$ cat src/rtl/riscv_cpu_pkg.sv
// Shared decode-stage types and constants: register address width, JALR operand
// select encoding, interlock FSM states and the in-flight write scoreboard entry.
package riscv_cpu_pkg;

  localparam int ADDR_WIDTH           = 5;
  localparam int JALR_RDATA_MUX_WIDTH = 1;

  localparam logic [JALR_RDATA_MUX_WIDTH-1:0] JALR_RDATA_REG = 1'b0;
  localparam logic [JALR_RDATA_MUX_WIDTH-1:0] JALR_RDATA_MEM = 1'b1;

  typedef enum logic [0:0] {
    HZ_RUN   = 1'b0,
    HZ_FLUSH = 1'b1
  } hazard_state_e;

  typedef struct packed {
    logic                  valid;
    logic [ADDR_WIDTH-1:0] dest;
    logic                  is_load;
  } sb_entry_t;

  // x0 is hard-wired zero, so a write to it can never be a dependency.
  function automatic logic reg_match(input logic                  slot_ok,
                                     input logic [ADDR_WIDTH-1:0] slot_dest,
                                     input logic [ADDR_WIDTH-1:0] src);
    return slot_ok & (slot_dest == src) & (src != {ADDR_WIDTH{1'b0}});
  endfunction

endpackage

$ cat src/rtl/hazard_scoreboard.sv
// Three-slot record of in-flight register writes (EX, MEM, WB) and the
// source-operand match logic that turns them into hazard/forward requests.
module hazard_scoreboard
  import riscv_cpu_pkg::*;
(
  input  logic                  clk_i,
  input  logic                  rst_ni,
  input  logic                  push_i,
  input  logic [ADDR_WIDTH-1:0] push_dest_i,
  input  logic                  push_load_i,
  input  logic [ADDR_WIDTH-1:0] raddr_a_i,
  input  logic [ADDR_WIDTH-1:0] raddr_b_i,
  input  logic                  use_a_i,
  input  logic                  use_b_i,
  input  logic                  jalr_i,
  output logic                  load_use_o,
  output logic                  jalr_haz_o,
  output logic                  jalr_fwd_mem_o
);

  sb_entry_t ex_r, mem_r, wb_r;
  logic      load_use_s, jalr_haz_s, jalr_fwd_s;

  // Advance the write slots one stage per cycle; a non-pushing cycle inserts an empty slot.
  always_ff @(posedge clk_i or negedge rst_ni) begin
    if (!rst_ni) begin
      ex_r  <= '0;
      mem_r <= '0;
      wb_r  <= '0;
    end else begin
      wb_r          <= mem_r;
      mem_r         <= ex_r;
      ex_r.valid    <= push_i;
      ex_r.dest     <= push_i ? push_dest_i : {ADDR_WIDTH{1'b0}};
      ex_r.is_load  <= push_i & push_load_i;
    end
  end

  // Load data is only usable from WB on, and the JALR target is formed in ID, so
  // only a non-load result sitting in MEM can be forwarded to it.
  always_comb begin
    load_use_s = ex_r.valid & ex_r.is_load &
                 ((use_a_i & reg_match(1'b1, ex_r.dest, raddr_a_i)) |
                  (use_b_i & reg_match(1'b1, ex_r.dest, raddr_b_i)));
    jalr_haz_s = jalr_i &
                 (reg_match(ex_r.valid, ex_r.dest, raddr_a_i) |
                  reg_match(mem_r.valid & mem_r.is_load, mem_r.dest, raddr_a_i) |
                  reg_match(wb_r.valid, wb_r.dest, raddr_a_i));
    jalr_fwd_s = jalr_i & ~jalr_haz_s &
                 reg_match(mem_r.valid & ~mem_r.is_load, mem_r.dest, raddr_a_i);
  end

  assign load_use_o     = load_use_s;
  assign jalr_haz_o     = jalr_haz_s;
  assign jalr_fwd_mem_o = jalr_fwd_s;

endmodule

$ cat src/rtl/hazard_ctrl.sv
// Decode-stage interlock: stalls IF/ID on load-use and JALR source hazards,
// flushes it after taken branches, and selects the JALR operand source.
module hazard_ctrl
  import riscv_cpu_pkg::*;
#(
  parameter int FLUSH_CYCLES = 1,
  parameter int CNT_WIDTH    = 16
) (
  input  logic                            clk_i,
  input  logic                            rst_ni,
  input  logic                            id_valid_i,
  input  logic [ADDR_WIDTH-1:0]           id_raddr_a_i,
  input  logic [ADDR_WIDTH-1:0]           id_raddr_b_i,
  input  logic                            id_use_a_i,
  input  logic                            id_use_b_i,
  input  logic                            id_jalr_i,
  input  logic                            id_reg_we_i,
  input  logic                            id_is_load_i,
  input  logic [ADDR_WIDTH-1:0]           id_dest_i,
  input  logic                            branch_taken_i,
  output logic                            stall_if_o,
  output logic                            stall_id_o,
  output logic                            bubble_o,
  output logic                            flush_o,
  output logic [JALR_RDATA_MUX_WIDTH-1:0] jalr_rdata_mux_o,
  output logic [CNT_WIDTH-1:0]            stall_cnt_o
);

  localparam int FC_W = $clog2(FLUSH_CYCLES + 1);

  hazard_state_e        state_r, state_s;
  logic [FC_W-1:0]      flush_cnt_r, flush_cnt_s;
  logic [CNT_WIDTH-1:0] stall_cnt_r;
  logic                 stall_id_r;
  logic                 load_use_s, jalr_haz_s, jalr_fwd_s, haz_s;
  logic                 stall_if_s, bubble_s, flush_s, push_s;

  assign haz_s  = id_valid_i & (load_use_s | jalr_haz_s);
  assign push_s = id_valid_i & id_reg_we_i & (id_dest_i != {ADDR_WIDTH{1'b0}}) &
                  ~bubble_s & ~flush_s;

  hazard_scoreboard u_scoreboard (
    .clk_i          (clk_i),
    .rst_ni         (rst_ni),
    .push_i         (push_s),
    .push_dest_i    (id_dest_i),
    .push_load_i    (id_is_load_i),
    .raddr_a_i      (id_raddr_a_i),
    .raddr_b_i      (id_raddr_b_i),
    .use_a_i        (id_use_a_i),
    .use_b_i        (id_use_b_i),
    .jalr_i         (id_jalr_i),
    .load_use_o     (load_use_s),
    .jalr_haz_o     (jalr_haz_s),
    .jalr_fwd_mem_o (jalr_fwd_s)
  );

  // FSM state and remaining-flush counter register.
  always_ff @(posedge clk_i or negedge rst_ni) begin
    if (!rst_ni) begin
      state_r     <= HZ_RUN;
      flush_cnt_r <= {FC_W{1'b0}};
    end else begin
      state_r     <= state_s;
      flush_cnt_r <= flush_cnt_s;
    end
  end

  // Next state: the branch cycle itself flushes, FLUSH covers the remaining cycles.
  always_comb begin
    state_s     = state_r;
    flush_cnt_s = flush_cnt_r;
    case (state_r)
      HZ_RUN: begin
        if (branch_taken_i && (FLUSH_CYCLES > 1)) begin
          state_s     = HZ_FLUSH;
          flush_cnt_s = FC_W'(FLUSH_CYCLES - 1);
        end else begin
          state_s     = HZ_RUN;
          flush_cnt_s = {FC_W{1'b0}};
        end
      end
      HZ_FLUSH: begin
        if (branch_taken_i) begin
          state_s     = HZ_FLUSH;
          flush_cnt_s = FC_W'(FLUSH_CYCLES - 1);
        end else if (flush_cnt_r <= FC_W'(1)) begin
          state_s     = HZ_RUN;
          flush_cnt_s = {FC_W{1'b0}};
        end else begin
          state_s     = HZ_FLUSH;
          flush_cnt_s = flush_cnt_r - FC_W'(1);
        end
      end
      default: begin
        state_s     = HZ_RUN;
        flush_cnt_s = {FC_W{1'b0}};
      end
    endcase
  end

  // Outputs: a taken branch outranks a hazard, whose instruction is being killed anyway.
  always_comb begin
    stall_if_s = 1'b0;
    bubble_s   = 1'b0;
    flush_s    = 1'b0;
    case (state_r)
      HZ_RUN: begin
        if (branch_taken_i) begin
          flush_s  = 1'b1;
          bubble_s = 1'b1;
        end else if (haz_s) begin
          stall_if_s = 1'b1;
          bubble_s   = 1'b1;
        end else begin
          stall_if_s = 1'b0;
          bubble_s   = 1'b0;
        end
      end
      HZ_FLUSH: begin
        flush_s  = 1'b1;
        bubble_s = 1'b1;
      end
      default: begin
        stall_if_s = 1'b0;
        bubble_s   = 1'b0;
        flush_s    = 1'b0;
      end
    endcase
  end

  // Saturating stall counter and the reserved back-pressure stall register.
  always_ff @(posedge clk_i or negedge rst_ni) begin
    if (!rst_ni) begin
      stall_cnt_r <= {CNT_WIDTH{1'b0}};
      stall_id_r  <= 1'b0;
    end else begin
      stall_id_r <= 1'b0;
      if (stall_if_s && (stall_cnt_r != {CNT_WIDTH{1'b1}})) begin
        stall_cnt_r <= stall_cnt_r + CNT_WIDTH'(1);
      end else begin
        stall_cnt_r <= stall_cnt_r;
      end
    end
  end

  assign stall_if_o       = stall_if_s;
  assign stall_id_o       = stall_id_r;
  assign bubble_o         = bubble_s;
  assign flush_o          = flush_s;
  assign jalr_rdata_mux_o = jalr_fwd_s ? JALR_RDATA_MEM : JALR_RDATA_REG;
  assign stall_cnt_o      = stall_cnt_r;

endmodule

$ cat config.mk
export PLATFORM = sky130hd
export DESIGN_NAME = hazard_ctrl
export DESIGN_NICKNAME = d
export VERILOG_FILES = /design/src/rtl/riscv_cpu_pkg.sv /design/src/rtl/hazard_scoreboard.sv /design/src/rtl/hazard_ctrl.sv
export SDC_FILE = /design/constraint.sdc
export NUM_CORES = 1
export LEC_CHECK = 0
export ABC_AREA = 1
export BUFFER_PORTS_ARGS = -buffer_cell sky130_fd_sc_hd__buf_2
export CORE_MARGIN = 2
export CORE_UTILIZATION = 49
export DETAILED_ROUTE_END_ITERATION = 10
export PLACE_DENSITY = 0.76
export SLEW_MARGIN = 20
export SYNTH_ARGS = -nofsm -noshare
export SYNTH_HDL_FRONTEND = slang
export SYNTH_HIERARCHICAL = 1
export SYNTH_SLANG_ARGS = --single-unit
$ cat constraint.sdc
create_clock -name clk_i -period 1.9 [get_ports clk_i]
set_input_delay 0.095 -clock clk_i [delete_from_list [all_inputs] [get_ports clk_i]]
set_output_delay 0.095 -clock clk_i [all_outputs]
set_load 0.05 [all_outputs]
==> flow_summary.html, run 1 <==
<table>
<tr><th>Metric</th><th>Value</th></tr>
<tr><th colspan="2">Critical path</th></tr>
<tr><td>Critical-path maximum fanout</td><td>3</td></tr>
<tr><td>Critical path endpoint category</td><td>output pin</td></tr>
<tr><td>Reg-to-Reg End</td><td>stall_cnt_o[4]$_DFFE_PN0P_</td></tr>
<tr><td>Worst r2r path cells</td><td>14</td></tr>
<tr><td>Critical path launch point type</td><td>flip-flop</td></tr>
<tr><td>Worst setup path start</td><td>u_scoreboard/mem_r[1]$_DFF_PN0_</td></tr>
<tr><td>Reg-to-reg setup timing slack</td><td>0.002 ns</td></tr>
<tr><td>Worst flop-to-flop path startpoint</td><td>u_scoreboard/mem_r[1]$_DFF_PN0_</td></tr>
<tr><td>Data required time at the worst endpoint</td><td>1.80 ns</td></tr>
<tr><td>Category of the most critical setup path</td><td>flip-flop to output pin</td></tr>
<tr><td>Arrival time of data at the critical path endpoint</td><td>1.80 ns</td></tr>
<tr><th colspan="2">Pwr</th></tr>
<tr><td>Relative contribution of the clock network to total power</td><td>40.9%</td></tr>
<tr><td>Maximum vdd drop</td><td>0.0004957 V</td></tr>
<tr><td>Cell Pwr Density</td><td>655.5 nW/um^2</td></tr>
<tr><td>Reg power frac</td><td>46.4%</td></tr>
<tr><td>Leakage</td><td>1.439 nW</td></tr>
<tr><td>Final Power</td><td>1.787 mW</td></tr>
<tr><td>Proportion of total power due to net switching</td><td>26.59%</td></tr>
<tr><td>P_sw</td><td>475.3 uW</td></tr>
<tr><td>Part of the power in combinational logic</td><td>12.7%</td></tr>
<tr><td>Internal power consumption</td><td>1.312 mW</td></tr>
<tr><th colspan="2">Floorplanning</th></tr>
<tr><td>Chip Height</td><td>70.12 um</td></tr>
<tr><td>Standard cell core area</td><td>4294 um^2</td></tr>
<tr><td>Cell row count</td><td>24</td></tr>
<tr><td>Die area</td><td>4916 um^2</td></tr>
<tr><td>Width of the chip</td><td>70.12 um</td></tr>
<tr><td>Boundary Pins</td><td>45</td></tr>
<tr><td>Initial core utilization</td><td>49.88%</td></tr>
<tr><th colspan="2">Placed design</th></tr>
<tr><td>Number of I/O port buffers</td><td>43</td></tr>
<tr><td>Number of cells after detailed placement</td><td>365</td></tr>
<tr><td>Post-placement cell area</td><td>2447 um^2</td></tr>
<tr><td>RD Place Congestion</td><td>0.7924</td></tr>
<tr><td>DP HPWL</td><td>3457 um</td></tr>
<tr><th colspan="2">Timing</th></tr>
<tr><td>Min Clock Period, post-route</td><td>1.898 ns</td></tr>
<tr><td>Worst Skew</td><td>0.006681 ns</td></tr>
<tr><td>Worst max-slew margin expressed relative to the limit</td><td>44.36%</td></tr>
<tr><td>Number of hold violations in the final report</td><td>1</td></tr>
<tr><td>Slew at the pin closest to its max-slew limit</td><td>0.8346 ns</td></tr>
<tr><td>Unrepaired setup endpoints after global routing</td><td>yes</td></tr>
<tr><td>Setup-failing EPs final</td><td>0</td></tr>
<tr><td>Post-route clock period utilization</td><td>99.91%</td></tr>
<tr><td>Final Hold Slack</td><td>-0.0002784 ns</td></tr>
<tr><td>Max-slew violation count</td><td>0</td></tr>
<tr><td>Maximum clock rate</td><td>526.8 MHz</td></tr>
<tr><th colspan="2">Route</th></tr>
<tr><td>Detailed Route Iter0 Violations</td><td>61</td></tr>
<tr><td>Routed via count</td><td>1861</td></tr>
<tr><td>Final wirelength</td><td>4787 um</td></tr>
<tr><td>Number of nets still failing antenna checks after routing</td><td>0</td></tr>
<tr><td>Count of TritonRoute iterations in the first routing pass</td><td>4</td></tr>
<tr><td>Count of unresolved DRC violations after routing</td><td>0</td></tr>
<tr><td>Via-per-instance ratio</td><td>4.872</td></tr>
<tr><td>DR WL/cell</td><td>12.53 um</td></tr>
<tr><th colspan="2">Clocking</th></tr>
<tr><td>Clock tree from TritonCTS</td><td>built</td></tr>
<tr><td>Number of buffers on the longest clock path</td><td>2</td></tr>
<tr><td>Clock insertion delay at the later pin of the skew report</td><td>0.29 ns</td></tr>
<tr><td>TritonCTS Sinks</td><td>37</td></tr>
<tr><td>Max H-tree Level</td><td>2</td></tr>
<tr><td>Clock Tree Root</td><td>sky130_fd_sc_hd__clkbuf_8</td></tr>
<tr><td>Number of buffers added by the clock tree synthesis step</td><td>5</td></tr>
<tr><td>Reg clk slew, reported paths</td><td>0.08 ns</td></tr>
<tr><th colspan="2">Synth</th></tr>
<tr><td>Post-synthesis register bit count</td><td>37</td></tr>
<tr><td>Mux contribution to synthesized area</td><td>0%</td></tr>
<tr><td>Compound-Gate Fraction of Synth Area</td><td>6.659%</td></tr>
<tr><td>Total nets after synthesis</td><td>292</td></tr>
<tr><td>Share of synthesized area occupied by flip-flops and latches</td><td>43.22%</td></tr>
<tr><td>Share of synthesized cell area in and, or, nand and nor gates</td><td>34.75%</td></tr>
<tr><td>Largest family of logic cells by synthesized area</td><td>simple AND/OR/NAND/NOR gates</td></tr>
<tr><td>XOR/XNOR share of the synthesized area</td><td>6.951%</td></tr>
<tr><td>Adder and majority cell fraction of the synthesized area</td><td>0.5841%</td></tr>
<tr><td>Synth warnings</td><td>6</td></tr>
<tr><td>Synthesized area per cell</td><td>8.023 um^2</td></tr>
<tr><td>Synthesized instance count</td><td>267</td></tr>
<tr><td>Syn Std Cell Area</td><td>2142 um^2</td></tr>
<tr><td>Post-synthesis cell type count</td><td>29</td></tr>
<tr><th colspan="2">Worst hold path</th></tr>
<tr><td>Worst min-delay path endpoint</td><td>u_scoreboard/ex_r[0]$_DFF_PN0_</td></tr>
<tr><td>Min-Delay Startpoint</td><td>id_is_load_i</td></tr>
<tr><td>Worst hold path type</td><td>primary input to flip-flop</td></tr>
<tr><td>Hold Path Depth</td><td>3</td></tr>
<tr><th colspan="2">Cells and area</th></tr>
<tr><td>Commonest non-fill, non-tap cell in the layout</td><td>sky130_fd_sc_hd__nand2_1</td></tr>
<tr><td>Fill cells</td><td>390</td></tr>
<tr><td>Number of nets in the layout</td><td>354</td></tr>
<tr><td>Register area</td><td>925.9 um^2</td></tr>
<tr><td>Final std cell area, no fill</td><td>2726 um^2</td></tr>
<tr><td>Multi-input gate area</td><td>1097 um^2</td></tr>
<tr><td>Number of diodes added for antenna fixing</td><td>0</td></tr>
<tr><td>Count of non-filler cells in the finished layout</td><td>382</td></tr>
<tr><td>Most frequent cells in the layout</td><td>sky130_fd_sc_hd__nand2_1 (74), sky130_fd_sc_hd__buf_2 (41), sky130_fd_sc_hd__dfrtp_1 (37)</td></tr>
<tr><td>Layout cell share with drive strength beyond 1</td><td>34.85%</td></tr>
<tr><td>Area added between synthesis and finish</td><td>27.28%</td></tr>
<tr><th colspan="2">Status</th></tr>
<tr><td>Failing checks</td><td>negative hold slack</td></tr>
<tr><td>Result of the run</td><td>complete, but fails checks</td></tr>
<tr><th colspan="2">Global route</th></tr>
<tr><td>Number of global-route vias before repair</td><td>1844</td></tr>
<tr><td>Largest net degree at the start of global routing</td><td>38</td></tr>
<tr><td>Overflow left after global routing</td><td>0</td></tr>
<tr><td>Antenna violations before repair</td><td>0</td></tr>
<tr><td>Wire length of the first global-routing pass</td><td>8300 um</td></tr>
<tr><td>GRT Util Overall</td><td>21.30%</td></tr>
<tr><th colspan="2">Flow run</th></tr>
<tr><td># Max-Cap Violations</td><td>0</td></tr>
</table>
## final cells by class
| type | count | share of cell area (%) |
|---|---|---|
| Multi-Input combinational cell | 194 | 40.25 |
| Sequential cell | 37 | 33.96 |
| Timing Repair Buffer | 58 | 14.32 |
| Inverter | 33 | 4.681 |
| Clock buffer | 6 | 3.029 |
| Tap cell | 52 | 2.386 |
| Clock inverter | 2 | 1.377 |
## how the worst max path moves through the flow
| stage | end | slack [ns] | cells past startpoint |
|---|---|---|---|
| finish | bubble_o | 0.002 | 10 |
| global route | stall_cnt_o[3]$_DFFE_PN0P_ | -0.16 | 15 |
| CTS | stall_cnt_o[9]$_DFFE_PN0P_ | -0.04 | 14 |
| detailed placement | stall_cnt_o[11]$_DFFE_PN0P_ | -0.01 | 14 |
| global placement | stall_cnt_o[11]$_DFFE_PN0P_ | 0.05 | 14 |
| floorplan | stall_cnt_o[4]$_DFFE_PN0P_ | 0.01 | 13 |
## critical path, cell delays in order (launching register included)
cell and delay (ns):
sky130_fd_sc_hd__dfrtp_1 0.41, sky130_fd_sc_hd__xnor2_2 0.15, sky130_fd_sc_hd__nand3_1 0.11, sky130_fd_sc_hd__nor2_2 0.05, sky130_fd_sc_hd__nand3_1 0.07, sky130_fd_sc_hd__nand3_2 0.08, sky130_fd_sc_hd__nand2_2 0.08, sky130_fd_sc_hd__inv_2 0.05
sky130_fd_sc_hd__o21ai_4 0.22, sky130_fd_sc_hd__nand2_1 0.12, sky130_fd_sc_hd__buf_6 0.17
## timing repair
| action | CTS | global route |
|---|---|---|
| hold buffers | 1 | 0 |
| pin swaps | 0 | 4 |
| resized for setup | 10 | 14 |
| gates cloned | 1 | 0 |
| endpoints found under the setup margin | 12 | 25 |
| setup buffers | 4 | 3 |
| endpoints found under the hold margin | 37 | 0 |
## flip-flops by register name, summed over array words and instances (netlist names)
name and flops:
stall_cnt_o 16, state_r 1, u_scoreboard/ex_r 7, u_scoreboard/mem_r 7, u_scoreboard/wb_r 6
## cells by family after synthesis
family,after synthesis
adders and majority gates,1
other,1
and+or+nand+nor,155
AOI/OAI and AO/OA,20
DFF,37
xor gates and xnor gates,17
buffers and inverters,36
## Yosys cell counts
cell type / instances / area (um^2)
sky130_fd_sc_hd__o22ai_1: 1 / 6.260
sky130_fd_sc_hd__a21oi_1: 4 / 20.02
sky130_fd_sc_hd__o21ai_0: 6 / 30.03
sky130_fd_sc_hd__xor2_1: 5 / 43.79
sky130_fd_sc_hd__o21ai_4: 1 / 16.27
sky130_fd_sc_hd__nand3_2: 4 / 40.04
sky130_fd_sc_hd__nand2_2: 9 / 56.30
sky130_fd_sc_hd__nor3b_1: 1 / 7.510
sky130_fd_sc_hd__nor2_8: 1 / 20.02
sky130_fd_sc_hd__nor2_4: 3 / 33.78
sky130_fd_sc_hd__conb_1: 1 / 3.750
sky130_fd_sc_hd__o21ai_2: 8 / 70.07
sky130_fd_sc_hd__buf_4: 1 / 7.510
sky130_fd_sc_hd__inv_2: 3 / 11.26
sky130_fd_sc_hd__nor3_1: 1 / 5.000
sky130_fd_sc_hd__nor2_2: 6 / 37.54
sky130_fd_sc_hd__inv_1: 29 / 108.9
sky130_fd_sc_hd__nand3_1: 12 / 60.06
sky130_fd_sc_hd__buf_12: 1 / 20.02
sky130_fd_sc_hd__dfrtp_1: 37 / 925.9
sky130_fd_sc_hd__nand2_4: 2 / 22.52
sky130_fd_sc_hd__nor2_1: 28 / 105.1
sky130_fd_sc_hd__xnor2_1: 12 / 105.1
sky130_fd_sc_hd__nand2_1: 79 / 296.5
sky130_fd_sc_hd__buf_6: 1 / 11.26
sky130_fd_sc_hd__clkinv_2: 1 / 5.000
sky130_fd_sc_hd__nand3b_1: 3 / 22.52
sky130_fd_sc_hd__nand4_1: 6 / 37.54
sky130_fd_sc_hd__ha_1: 1 / 12.51
## per-stage QoR
stage	setup WS (ns)	utilization (%)	TNS, ns
6_report	0.001741	63.49	0
4_1_cts	-0.04271	61.95	-0.3278
3_5_place_dp	-0.01362	56.99	-0.04688
5_1_grt	-0.1577	63.49	-2.389
3_3_place_gp	0.04785	56.99	0
2_1_floorplan	0.01114	-	0
## routing by layer
metal,track usage (%),up-vias,part of all wire [%]
met5,0,-,0
met3,4.618,11,3.5
met2,38.73,41,54
met4,6.197,0,1.7
li1,-,948,-
met1,25.12,861,41
## power by group through the flow
stage | sequential (mW) | combinational [mW] | clock [mW]
finish | 0.829 | 0.227 | 0.732
global route | 0.831 | 0.252 | 0.775
CTS | 0.828 | 0.222 | 0.735
detailed placement | 0.844 | 0.217 | 0
global placement | 0.842 | 0.214 | 0
floorplan | 0.873 | 0.102 | 0
No activity file was read; power rests on OpenSTA's default activity.
==> run 2: changes to the inputs <==
--- a/config.mk
+++ b/config.mk
@@ -7,10 +7,12 @@
 export LEC_CHECK = 0
 export ABC_AREA = 1
 export BUFFER_PORTS_ARGS = -buffer_cell sky130_fd_sc_hd__buf_2
+export CELL_PAD_IN_SITES_DETAIL_PLACEMENT = 0
+export CELL_PAD_IN_SITES_GLOBAL_PLACEMENT = 2
 export CORE_MARGIN = 2
-export CORE_UTILIZATION = 49
+export CORE_UTILIZATION = 28
 export DETAILED_ROUTE_END_ITERATION = 10
-export PLACE_DENSITY = 0.76
+export PLACE_DENSITY_LB_ADDON = 0.1
 export SLEW_MARGIN = 20
 export SYNTH_ARGS = -nofsm -noshare
 export SYNTH_HDL_FRONTEND = slang
==> flow_summary.html, run 2 (same netlist as run 1, synthesis figures left out) <==
<table>
<tr><th>Metric</th><th>Value</th></tr>
<tr><th colspan="2">Pwr</th></tr>
<tr><td>Reg power frac</td><td>51.0%</td></tr>
<tr><td>Proportion of total power due to net switching</td><td>28.93%</td></tr>
<tr><td>P_sw</td><td>469.4 uW</td></tr>
<tr><td>Internal power consumption</td><td>1.153 mW</td></tr>
<tr><td>Relative contribution of the clock network to total power</td><td>34.0%</td></tr>
<tr><td>Leakage</td><td>1.395 nW</td></tr>
<tr><td>Maximum vdd drop</td><td>0.0002225 V</td></tr>
<tr><td>Cell Pwr Density</td><td>581.2 nW/um^2</td></tr>
<tr><td>Part of the power in combinational logic</td><td>14.9%</td></tr>
<tr><th colspan="2">Cells and area</th></tr>
<tr><td>Layout cell share with drive strength beyond 1</td><td>39.58%</td></tr>
<tr><td>Fill cells</td><td>778</td></tr>
<tr><td>Count of non-filler cells in the finished layout</td><td>430</td></tr>
<tr><td>Final core utilization</td><td>38.08%</td></tr>
<tr><td>Area added between synthesis and finish</td><td>30.32%</td></tr>
<tr><td>Commonest non-fill, non-tap cell in the layout</td><td>sky130_fd_sc_hd__nand2_1</td></tr>
<tr><td>Most frequent cells in the layout</td><td>sky130_fd_sc_hd__nand2_1 (68), sky130_fd_sc_hd__buf_2 (41), sky130_fd_sc_hd__dfrtp_1 (36)</td></tr>
<tr><td>Number of nets in the layout</td><td>355</td></tr>
<tr><td>Largest register FFs</td><td>16</td></tr>
<tr><td>Number of diodes added for antenna fixing</td><td>0</td></tr>
<tr><th colspan="2">Clocking</th></tr>
<tr><td>Reg clk slew, reported paths</td><td>0.07 ns</td></tr>
<tr><td>TritonCTS Sinks</td><td>37</td></tr>
<tr><td>Clock insertion delay at the later pin of the skew report</td><td>0.29 ns</td></tr>
<tr><td>Max H-tree Level</td><td>2</td></tr>
<tr><td>Clock Tree Root</td><td>sky130_fd_sc_hd__clkbuf_8</td></tr>
<tr><td>Clock tree from TritonCTS</td><td>built</td></tr>
<tr><td>Number of buffers added by the clock tree synthesis step</td><td>5</td></tr>
<tr><td>Number of buffers on the longest clock path</td><td>2</td></tr>
<tr><th colspan="2">Worst hold path</th></tr>
<tr><td>Worst hold path type</td><td>primary input to flip-flop</td></tr>
<tr><td>Min-Delay Startpoint</td><td>id_dest_i[0]</td></tr>
<tr><td>Worst min-delay path endpoint</td><td>u_scoreboard/ex_r[1]$_DFF_PN0_</td></tr>
<tr><td>Hold Path Depth</td><td>3</td></tr>
<tr><th colspan="2">Timing</th></tr>
<tr><td>Worst Skew</td><td>0.01291 ns</td></tr>
<tr><td>Maximum clock rate</td><td>522.9 MHz</td></tr>
<tr><td>Number of hold violations in the final report</td><td>0</td></tr>
<tr><td>Unrepaired setup endpoints after global routing</td><td>yes</td></tr>
<tr><td>Min Clock Period, post-route</td><td>1.912 ns</td></tr>
<tr><td>Post-route clock period utilization</td><td>100.7%</td></tr>
<tr><td>Aggregate negative setup slack</td><td>-0.01248 ns</td></tr>
<tr><td>Max-slew violation count</td><td>0</td></tr>
<tr><td>Setup-failing EPs final</td><td>1</td></tr>
<tr><td>Final WS setup</td><td>-0.01248 ns</td></tr>
<tr><th colspan="2">Floorplanning</th></tr>
<tr><td>Initial core utilization</td><td>29.22%</td></tr>
<tr><td>Die area</td><td>8366 um^2</td></tr>
<tr><td>Cell row count</td><td>31</td></tr>
<tr><td>Standard cell core area</td><td>7331 um^2</td></tr>
<tr><td>Boundary Pins</td><td>45</td></tr>
<tr><td>Chip Height</td><td>91.47 um</td></tr>
<tr><td>Width of the chip</td><td>91.47 um</td></tr>
<tr><th colspan="2">Critical path</th></tr>
<tr><td>Worst r2r path cells</td><td>13</td></tr>
<tr><td>Max stage delay on crit path</td><td>0.42 ns</td></tr>
<tr><td>Arrival time of data at the critical path endpoint</td><td>1.82 ns</td></tr>
<tr><td>Data required time at the worst endpoint</td><td>1.80 ns</td></tr>
<tr><td>Category of the most critical setup path</td><td>flip-flop to output pin</td></tr>
<tr><td>Crit path top cell by count</td><td>sky130_fd_sc_hd__nand2_1</td></tr>
<tr><td>Critical-path maximum fanout</td><td>5</td></tr>
<tr><td>CP max stage cell</td><td>sky130_fd_sc_hd__dfrtp_1</td></tr>
<tr><td>Crit path buffers/inverters</td><td>2</td></tr>
<tr><td>Critical path endpoint category</td><td>output pin</td></tr>
<tr><td>Critical path launch point type</td><td>flip-flop</td></tr>
<tr><td>Top delay family on crit path</td><td>flip-flops</td></tr>
<tr><td>Reg-to-Reg End</td><td>stall_cnt_o[10]$_DFFE_PN0P_</td></tr>
<tr><td>Critical path depth</td><td>9</td></tr>
<tr><td>Reg-to-reg setup timing slack</td><td>0.01 ns</td></tr>
<tr><td>Cells traversed along the worst timing path</td><td>buf_4 -&gt; nand2_1 -&gt; nand2_1 -&gt; a21oi_2 -&gt; nand3_2 -&gt; a21oi_4 -&gt; o21ai_4 -&gt; nor2_8 -&gt; buf_8</td></tr>
<tr><td>Worst flop-to-flop path startpoint</td><td>u_scoreboard/ex_r[2]$_DFF_PN0_</td></tr>
<tr><th colspan="2">Route</th></tr>
<tr><td>Count of TritonRoute iterations in the first routing pass</td><td>4</td></tr>
<tr><td>Routed via count</td><td>1841</td></tr>
<tr><td>DR WL/cell</td><td>12.41 um</td></tr>
<tr><td>Number of nets still failing antenna checks after routing</td><td>0</td></tr>
<tr><td>Via-per-instance ratio</td><td>4.281</td></tr>
<tr><td>Count of unresolved DRC violations after routing</td><td>0</td></tr>
<tr><td>Detailed Route Iter0 Violations</td><td>31</td></tr>
<tr><td>Final wirelength</td><td>5336 um</td></tr>
<tr><th colspan="2">Global route</th></tr>
<tr><td>Wire length of the first global-routing pass</td><td>9177 um</td></tr>
<tr><td>Overflow left after global routing</td><td>0</td></tr>
<tr><td>Largest net degree at the start of global routing</td><td>16</td></tr>
<tr><td>GRT Util Overall</td><td>13.88%</td></tr>
<tr><td>Number of global-route vias before repair</td><td>1908</td></tr>
<tr><td>Antenna violations before repair</td><td>0</td></tr>
<tr><th colspan="2">Placed design</th></tr>
<tr><td>RD Place Congestion</td><td>0.6986</td></tr>
<tr><td>Number of I/O port buffers</td><td>43</td></tr>
<tr><td>DP HPWL</td><td>4039 um</td></tr>
<tr><td>Number of cells after detailed placement</td><td>413</td></tr>
<tr><th colspan="2">Status</th></tr>
<tr><td>Failing checks</td><td>negative setup slack</td></tr>
<tr><td>Result of the run</td><td>complete, but fails checks</td></tr>
<tr><th colspan="2">Flow run</th></tr>
<tr><td># Max-Cap Violations</td><td>0</td></tr>
</table>
-- run 2: layer usage --
| metal | GRT usage [%] | vias to the layer above | share of wire (%) |
|---|---|---|---|
| li1 | - | 956 | - |
| met4 | 4.545 | 0 | 0.84 |
| met3 | 2.407 | 4 | 2.8 |
| met2 | 20.47 | 28 | 42 |
| met5 | 0 | - | 0 |
| met1 | 20.40 | 853 | 55 |
-- run 2: power by group through the flow --
stage	combinational (mW)	clock (mW)	sequential, mW
6_report	0.242	0.552	0.828
5_1_grt	0.271	0.607	0.832
4_1_cts	0.235	0.581	0.828
3_5_place_dp	0.224	0	0.844
3_3_place_gp	0.226	0	0.844
2_1_floorplan	0.102	0	0.873
-- run 2: repair_timing --
| item | in CTS | in global routing |
|---|---|---|
| setup buffers | 3 | 3 |
| cloned | 0 | 1 |
| endpoints found under the setup margin | 22 | 25 |
| resized for setup | 13 | 27 |
| endpoints found under the hold margin | 12 | 0 |
| hold buffers | 2 | 0 |
| pin swaps | 7 | 6 |
-- run 2: cell type report --
type | count | area [um^2] | share of cell area (%)
Clock buffer | 7 | 76.32 | 2.734
Inverter | 33 | 127.6 | 4.572
Sequential cell | 37 | 927.1 | 33.21
Timing Repair Buffer | 58 | 369.1 | 13.22
Clock inverter | 1 | 7.507 | 0.2689
Tap cell | 99 | 123.9 | 4.437
Multi-Input combinational cell | 195 | 1160 | 41.55
-- run 2: stage by stage --
stage          hold WS [ns]  area (um^2)  power (mW)  setup WS (ns)
2_1_floorplan       -0.2006         2148      0.9748        0.01114
3_3_place_gp       0.003936         2514       1.070       -0.06838
3_5_place_dp       0.002970         2514       1.068       -0.04314
4_1_cts            0.005877         2671       1.644       -0.03534
5_1_grt             0.01732         2791       1.711        -0.1427
6_report            0.02043         2791       1.622       -0.01248
-- run 2: worst register-to-register path: stages (launching register included) --
cell and delay, ns:
sky130_fd_sc_hd__dfrtp_1 0.42, sky130_fd_sc_hd__buf_4 0.16, sky130_fd_sc_hd__nand2_1 0.06, sky130_fd_sc_hd__nand2_1 0.06, sky130_fd_sc_hd__a21oi_2 0.12, sky130_fd_sc_hd__nand3_2 0.10, sky130_fd_sc_hd__a21oi_4 0.19, sky130_fd_sc_hd__o21ai_4 0.11
sky130_fd_sc_hd__nor2_8 0.15, sky130_fd_sc_hd__inv_4 0.06, sky130_fd_sc_hd__nor2_4 0.10, sky130_fd_sc_hd__buf_12 0.17, sky130_fd_sc_hd__nand2_2 0.08, sky130_fd_sc_hd__o21ai_2 0.05
-- run 2: how the worst max path moves through the flow --
stage,end,start,slack (ns)
2_1_floorplan,stall_cnt_o[4]$_DFFE_PN0P_,u_scoreboard/ex_r[2]$_DFF_PN0_,0.01
3_3_place_gp,stall_cnt_o[9]$_DFFE_PN0P_,u_scoreboard/ex_r[1]$_DFF_PN0_,-0.07
3_5_place_dp,u_scoreboard/ex_r[2]$_DFF_PN0_,u_scoreboard/ex_r[1]$_DFF_PN0_,-0.04
4_1_cts,stall_if_o,u_scoreboard/ex_r[1]$_DFF_PN0_,-0.04
5_1_grt,u_scoreboard/ex_r[1]$_DFF_PN0_,u_scoreboard/ex_r[2]$_DFF_PN0_,-0.14
6_report,stall_if_o,u_scoreboard/ex_r[2]$_DFF_PN0_,-0.01
==> run 3: changes to the inputs <==
--- a/config.mk
+++ b/config.mk
@@ -5,14 +5,13 @@
 export SDC_FILE = /design/constraint.sdc
 export NUM_CORES = 1
 export LEC_CHECK = 0
-export ABC_AREA = 1
 export BUFFER_PORTS_ARGS = -buffer_cell sky130_fd_sc_hd__buf_2
 export CELL_PAD_IN_SITES_DETAIL_PLACEMENT = 0
 export CELL_PAD_IN_SITES_GLOBAL_PLACEMENT = 2
 export CORE_MARGIN = 2
-export CORE_UTILIZATION = 28
+export CORE_UTILIZATION = 30
 export DETAILED_ROUTE_END_ITERATION = 10
-export PLACE_DENSITY_LB_ADDON = 0.1
+export PLACE_DENSITY = 0.75
 export SLEW_MARGIN = 20
 export SYNTH_ARGS = -nofsm -noshare
 export SYNTH_HDL_FRONTEND = slang
==> flow_summary.html, run 3 <==
<table>
<tr><th>Metric</th><th>Value</th></tr>
<tr><th colspan="2">Critical path</th></tr>
<tr><td>Crit path buffers/inverters</td><td>3</td></tr>
<tr><td>Critical-path maximum fanout</td><td>7</td></tr>
<tr><td>Data required time at the worst endpoint</td><td>1.80 ns</td></tr>
<tr><td>Top delay family on crit path</td><td>simple AND/OR/NAND/NOR gates</td></tr>
<tr><td>Arrival time of data at the critical path endpoint</td><td>2.08 ns</td></tr>
<tr><td>CP max stage cell</td><td>sky130_fd_sc_hd__dfrtp_1</td></tr>
<tr><td>Crit path top cell by count</td><td>sky130_fd_sc_hd__buf_6</td></tr>
<tr><td>Critical path launch point type</td><td>flip-flop</td></tr>
<tr><td>Critical path endpoint category</td><td>output pin</td></tr>
<tr><td>Category of the most critical setup path</td><td>flip-flop to output pin</td></tr>
<tr><td>Max stage delay on crit path</td><td>0.40 ns</td></tr>
<tr><td>Cells traversed along the worst timing path</td><td>buf_6 -&gt; xor2_1 -&gt; nor3_1 -&gt; nand4_1 -&gt; a21oi_4 -&gt; o21ai_4 -&gt; nor2_4 -&gt; buf_6 -&gt; buf_8</td></tr>
<tr><th colspan="2">Pwr</th></tr>
<tr><td>Reg power frac</td><td>53.4%</td></tr>
<tr><td>Proportion of total power due to net switching</td><td>24.42%</td></tr>
<tr><td>Leakage</td><td>1.116 nW</td></tr>
<tr><td>Final Power</td><td>1.521 mW</td></tr>
<tr><td>Maximum vdd drop</td><td>0.0003243 V</td></tr>
<tr><td>Relative contribution of the clock network to total power</td><td>36.9%</td></tr>
<tr><td>P_sw</td><td>371.3 uW</td></tr>
<tr><td>Part of the power in combinational logic</td><td>9.8%</td></tr>
<tr><td>Cell Pwr Density</td><td>622.9 nW/um^2</td></tr>
<tr><td>Internal power consumption</td><td>1.149 mW</td></tr>
<tr><th colspan="2">Timing</th></tr>
<tr><td>Final WS setup</td><td>-0.2750 ns</td></tr>
<tr><td>Unrepaired setup endpoints after global routing</td><td>yes</td></tr>
<tr><td>Maximum clock rate</td><td>459.8 MHz</td></tr>
<tr><td>Post-route clock period utilization</td><td>114.5%</td></tr>
<tr><td>Worst Skew</td><td>0.007422 ns</td></tr>
<tr><td>Max-slew violation count</td><td>0</td></tr>
<tr><td>Number of hold violations in the final report</td><td>0</td></tr>
<tr><td>Min Clock Period, post-route</td><td>2.175 ns</td></tr>
<tr><td>Worst max-slew margin expressed relative to the limit</td><td>44.53%</td></tr>
<tr><td>Final Hold Slack</td><td>0.03023 ns</td></tr>
<tr><td>Slew at the pin closest to its max-slew limit</td><td>0.8321 ns</td></tr>
<tr><td>Setup-failing EPs final</td><td>18</td></tr>
<tr><td>Aggregate negative setup slack</td><td>-3.309 ns</td></tr>
<tr><th colspan="2">Global route</th></tr>
<tr><td>Antenna violations before repair</td><td>0</td></tr>
<tr><td>Number of global-route vias before repair</td><td>1380</td></tr>
<tr><td>Largest net degree at the start of global routing</td><td>38</td></tr>
<tr><td>Wire length of the first global-routing pass</td><td>6589 um</td></tr>
<tr><td>GRT Util Overall</td><td>13.41%</td></tr>
<tr><td>Overflow left after global routing</td><td>0</td></tr>
<tr><th colspan="2">Floorplanning</th></tr>
<tr><td>Chip Height</td><td>80.66 um</td></tr>
<tr><td>Cell row count</td><td>27</td></tr>
<tr><td>Width of the chip</td><td>80.66 um</td></tr>
<tr><td>Boundary Pins</td><td>45</td></tr>
<tr><td>Die area</td><td>6506 um^2</td></tr>
<tr><td>Initial core utilization</td><td>31.44%</td></tr>
<tr><td>Standard cell core area</td><td>5608 um^2</td></tr>
<tr><th colspan="2">Synth</th></tr>
<tr><td>Synthesized area per cell</td><td>11.75 um^2</td></tr>
<tr><td>Post-synthesis register bit count</td><td>37</td></tr>
<tr><td>Post-synthesis cell type count</td><td>39</td></tr>
<tr><td>Ys async rst share</td><td>100.0%</td></tr>
<tr><td>Top cell type by total area after synthesis</td><td>sky130_fd_sc_hd__dfrtp_1</td></tr>
<tr><td>Most instantiated cells after synthesis</td><td>sky130_fd_sc_hd__dfrtp_1 (37), sky130_fd_sc_hd__xnor2_1 (24), sky130_fd_sc_hd__nand4_1 (10)</td></tr>
<tr><td>Post-synth EDFFs</td><td>0</td></tr>
<tr><td>Largest cells by area after synthesis</td><td>sky130_fd_sc_hd__dfrtp_1 (53%), sky130_fd_sc_hd__xnor2_1 (12%), sky130_fd_sc_hd__nand4_1 (3.5%)</td></tr>
<tr><td>Synth warnings</td><td>6</td></tr>
<tr><td>Syn Std Cell Area</td><td>1763 um^2</td></tr>
<tr><td>Most repeated cell in the gate-level netlist after synthesis</td><td>sky130_fd_sc_hd__dfrtp_1</td></tr>
<tr><td>Synthesized instance count</td><td>150</td></tr>
<tr><td>Total nets after synthesis</td><td>175</td></tr>
<tr><td>Share of synthesized area occupied by flip-flops and latches</td><td>52.52%</td></tr>
<tr><td>Area share of the leading cell type in the synthesized netlist</td><td>52.52%</td></tr>
<tr><td>Dominant register cell in the synthesized netlist</td><td>sky130_fd_sc_hd__dfrtp_1</td></tr>
<tr><th colspan="2">Cells and area</th></tr>
<tr><td>Commonest non-fill, non-tap cell in the layout</td><td>sky130_fd_sc_hd__buf_2</td></tr>
<tr><td>Most frequent cells in the layout</td><td>sky130_fd_sc_hd__buf_2 (40), sky130_fd_sc_hd__dfrtp_1 (37), sky130_fd_sc_hd__xnor2_1 (22)</td></tr>
<tr><td>Largest register FFs</td><td>16</td></tr>
<tr><td>Layout cell share with drive strength beyond 1</td><td>43.52%</td></tr>
<tr><td>Number of diodes added for antenna fixing</td><td>0</td></tr>
<tr><td>Area added between synthesis and finish</td><td>38.47%</td></tr>
<tr><td>Fill cells</td><td>556</td></tr>
<tr><td>Number of nets in the layout</td><td>241</td></tr>
<tr><td>Final std cell area, no fill</td><td>2441 um^2</td></tr>
<tr><th colspan="2">Route</th></tr>
<tr><td>Via-per-instance ratio</td><td>4.753</td></tr>
<tr><td>Count of unresolved DRC violations after routing</td><td>0</td></tr>
<tr><td>DR WL/cell</td><td>14.32 um</td></tr>
<tr><td>Detailed Route Iter0 Violations</td><td>71</td></tr>
<tr><td>Count of TritonRoute iterations in the first routing pass</td><td>4</td></tr>
<tr><td>Routed via count</td><td>1369</td></tr>
<tr><td>Final wirelength</td><td>4123 um</td></tr>
<tr><td>Number of nets still failing antenna checks after routing</td><td>0</td></tr>
<tr><th colspan="2">Clocking</th></tr>
<tr><td>Clock insertion delay at the later pin of the skew report</td><td>0.28 ns</td></tr>
<tr><td>TritonCTS Sinks</td><td>37</td></tr>
<tr><td>Max H-tree Level</td><td>2</td></tr>
<tr><td>Number of buffers added by the clock tree synthesis step</td><td>5</td></tr>
<tr><td>Number of buffers on the longest clock path</td><td>2</td></tr>
<tr><td>Clock tree from TritonCTS</td><td>built</td></tr>
<tr><td>Reg clk slew, reported paths</td><td>0.07 ns</td></tr>
<tr><td>Clock Tree Root</td><td>sky130_fd_sc_hd__clkbuf_8</td></tr>
<tr><th colspan="2">Status</th></tr>
<tr><td>Failing checks</td><td>negative setup slack</td></tr>
<tr><td>Result of the run</td><td>complete, but fails checks</td></tr>
<tr><th colspan="2">Placed design</th></tr>
<tr><td>RD Place Congestion</td><td>0.7726</td></tr>
<tr><td>Post-placement cell area</td><td>2186 um^2</td></tr>
<tr><td>DP HPWL</td><td>3011 um</td></tr>
<tr><td>Number of I/O port buffers</td><td>43</td></tr>
<tr><th colspan="2">Worst hold path</th></tr>
<tr><td>Worst hold path type</td><td>primary input to flip-flop</td></tr>
<tr><th colspan="2">Flow run</th></tr>
<tr><td># Max-Cap Violations</td><td>0</td></tr>
</table>
==> run 3: worst paths after layout <==
path	from	to	cells after the start	slack, ns
setup / recovery	u_scoreboard/ex_r[5]$_DFF_PN0_	stall_if_o	9	-0.28
max in group asynchronous	rst_ni	u_scoreboard/mem_r[5]$_DFF_PN0_	2	0.92
hold reg to reg	u_scoreboard/ex_r[0]$_DFF_PN0_	u_scoreboard/mem_r[0]$_DFF_PN0_	0	0.38
hold / removal	id_is_load_i	u_scoreboard/ex_r[0]$_DFF_PN0_	2	0.03
setup reg to reg	u_scoreboard/ex_r[5]$_DFF_PN0_	stall_cnt_o[1]$_DFFE_PN0P_	10	-0.26
min in group asynchronous	rst_ni	u_scoreboard/wb_r[6]$_DFF_PN0_	2	0.46
==> run 3: power by group through the flow <==
stage | logic (mW) | registers (mW) | clock network (mW)
final | 0.149 | 0.812 | 0.560
after global routing | 0.164 | 0.814 | 0.612
after CTS | 0.150 | 0.811 | 0.579
after detailed placement | 0.141 | 0.828 | 0
after global placement | 0.141 | 0.827 | 0
after floorplan | 0.0620 | 0.832 | 0
==> run 3: layout make-up <==
| class | instances | area, um^2 | share of cell area (%) |
|---|---|---|---|
| Clock buffer | 6 | 82.58 | 3.383 |
| Clock inverter | 1 | 7.507 | 0.3075 |
| Inverter | 2 | 7.507 | 0.3075 |
| Multi-Input combinational cell | 109 | 937.1 | 38.39 |
| Sequential cell | 37 | 925.9 | 37.93 |
| Tap cell | 72 | 90.09 | 3.690 |
| Timing Repair Buffer | 61 | 390.4 | 15.99 |
==> run 3: per-stage QoR <==
stage	utilization, %	setup WS [ns]	std cells
2_1_floorplan	-	-0.2970	150
3_3_place_gp	38.98	-0.2760	277
3_5_place_dp	38.98	-0.3464	277
4_1_cts	42.26	-0.3246	288
5_1_grt	43.53	-0.4269	288
6_report	43.53	-0.2750	288
==> run 3: cell families after synthesis <==
| group | after synthesis | synth area share (%) |
|---|---|---|
| and+or+nand+nor | 58 | 22.36 |
| DFF | 37 | 52.52 |
| xor gates and xnor gates | 31 | 15.40 |
| AOI/OAI and AO/OA | 17 | 6.884 |
| buffers and inverters | 4 | 1.277 |
| adders and majority gates | 1 | 0.7096 |
| other | 1 | 0.2127 |
| muxes | 1 | 0.6387 |
==> run 3: what timing repair did <==
action                     in CTS  in global routing
gates resized for setup        17                 13
setup endpoints to repair      23                 24
buffers inserted                3                  0
hold buffers                    1                  0
pin swaps                      16                 13
cloned                          0                  0
hold endpoints to repair       37                  0
==> run 3: layer usage <==
| metal | up-vias | part of all wire, % | GRT usage (%) |
|---|---|---|---|
| met1 | 667 | 46 | 17.95 |
| met3 | 2 | 4.7 | 3.483 |
| met5 | - | 0 | 0 |
| met4 | 0 | 0.41 | 3.220 |
| li1 | 665 | - | - |
| met2 | 35 | 49 | 21.67 |
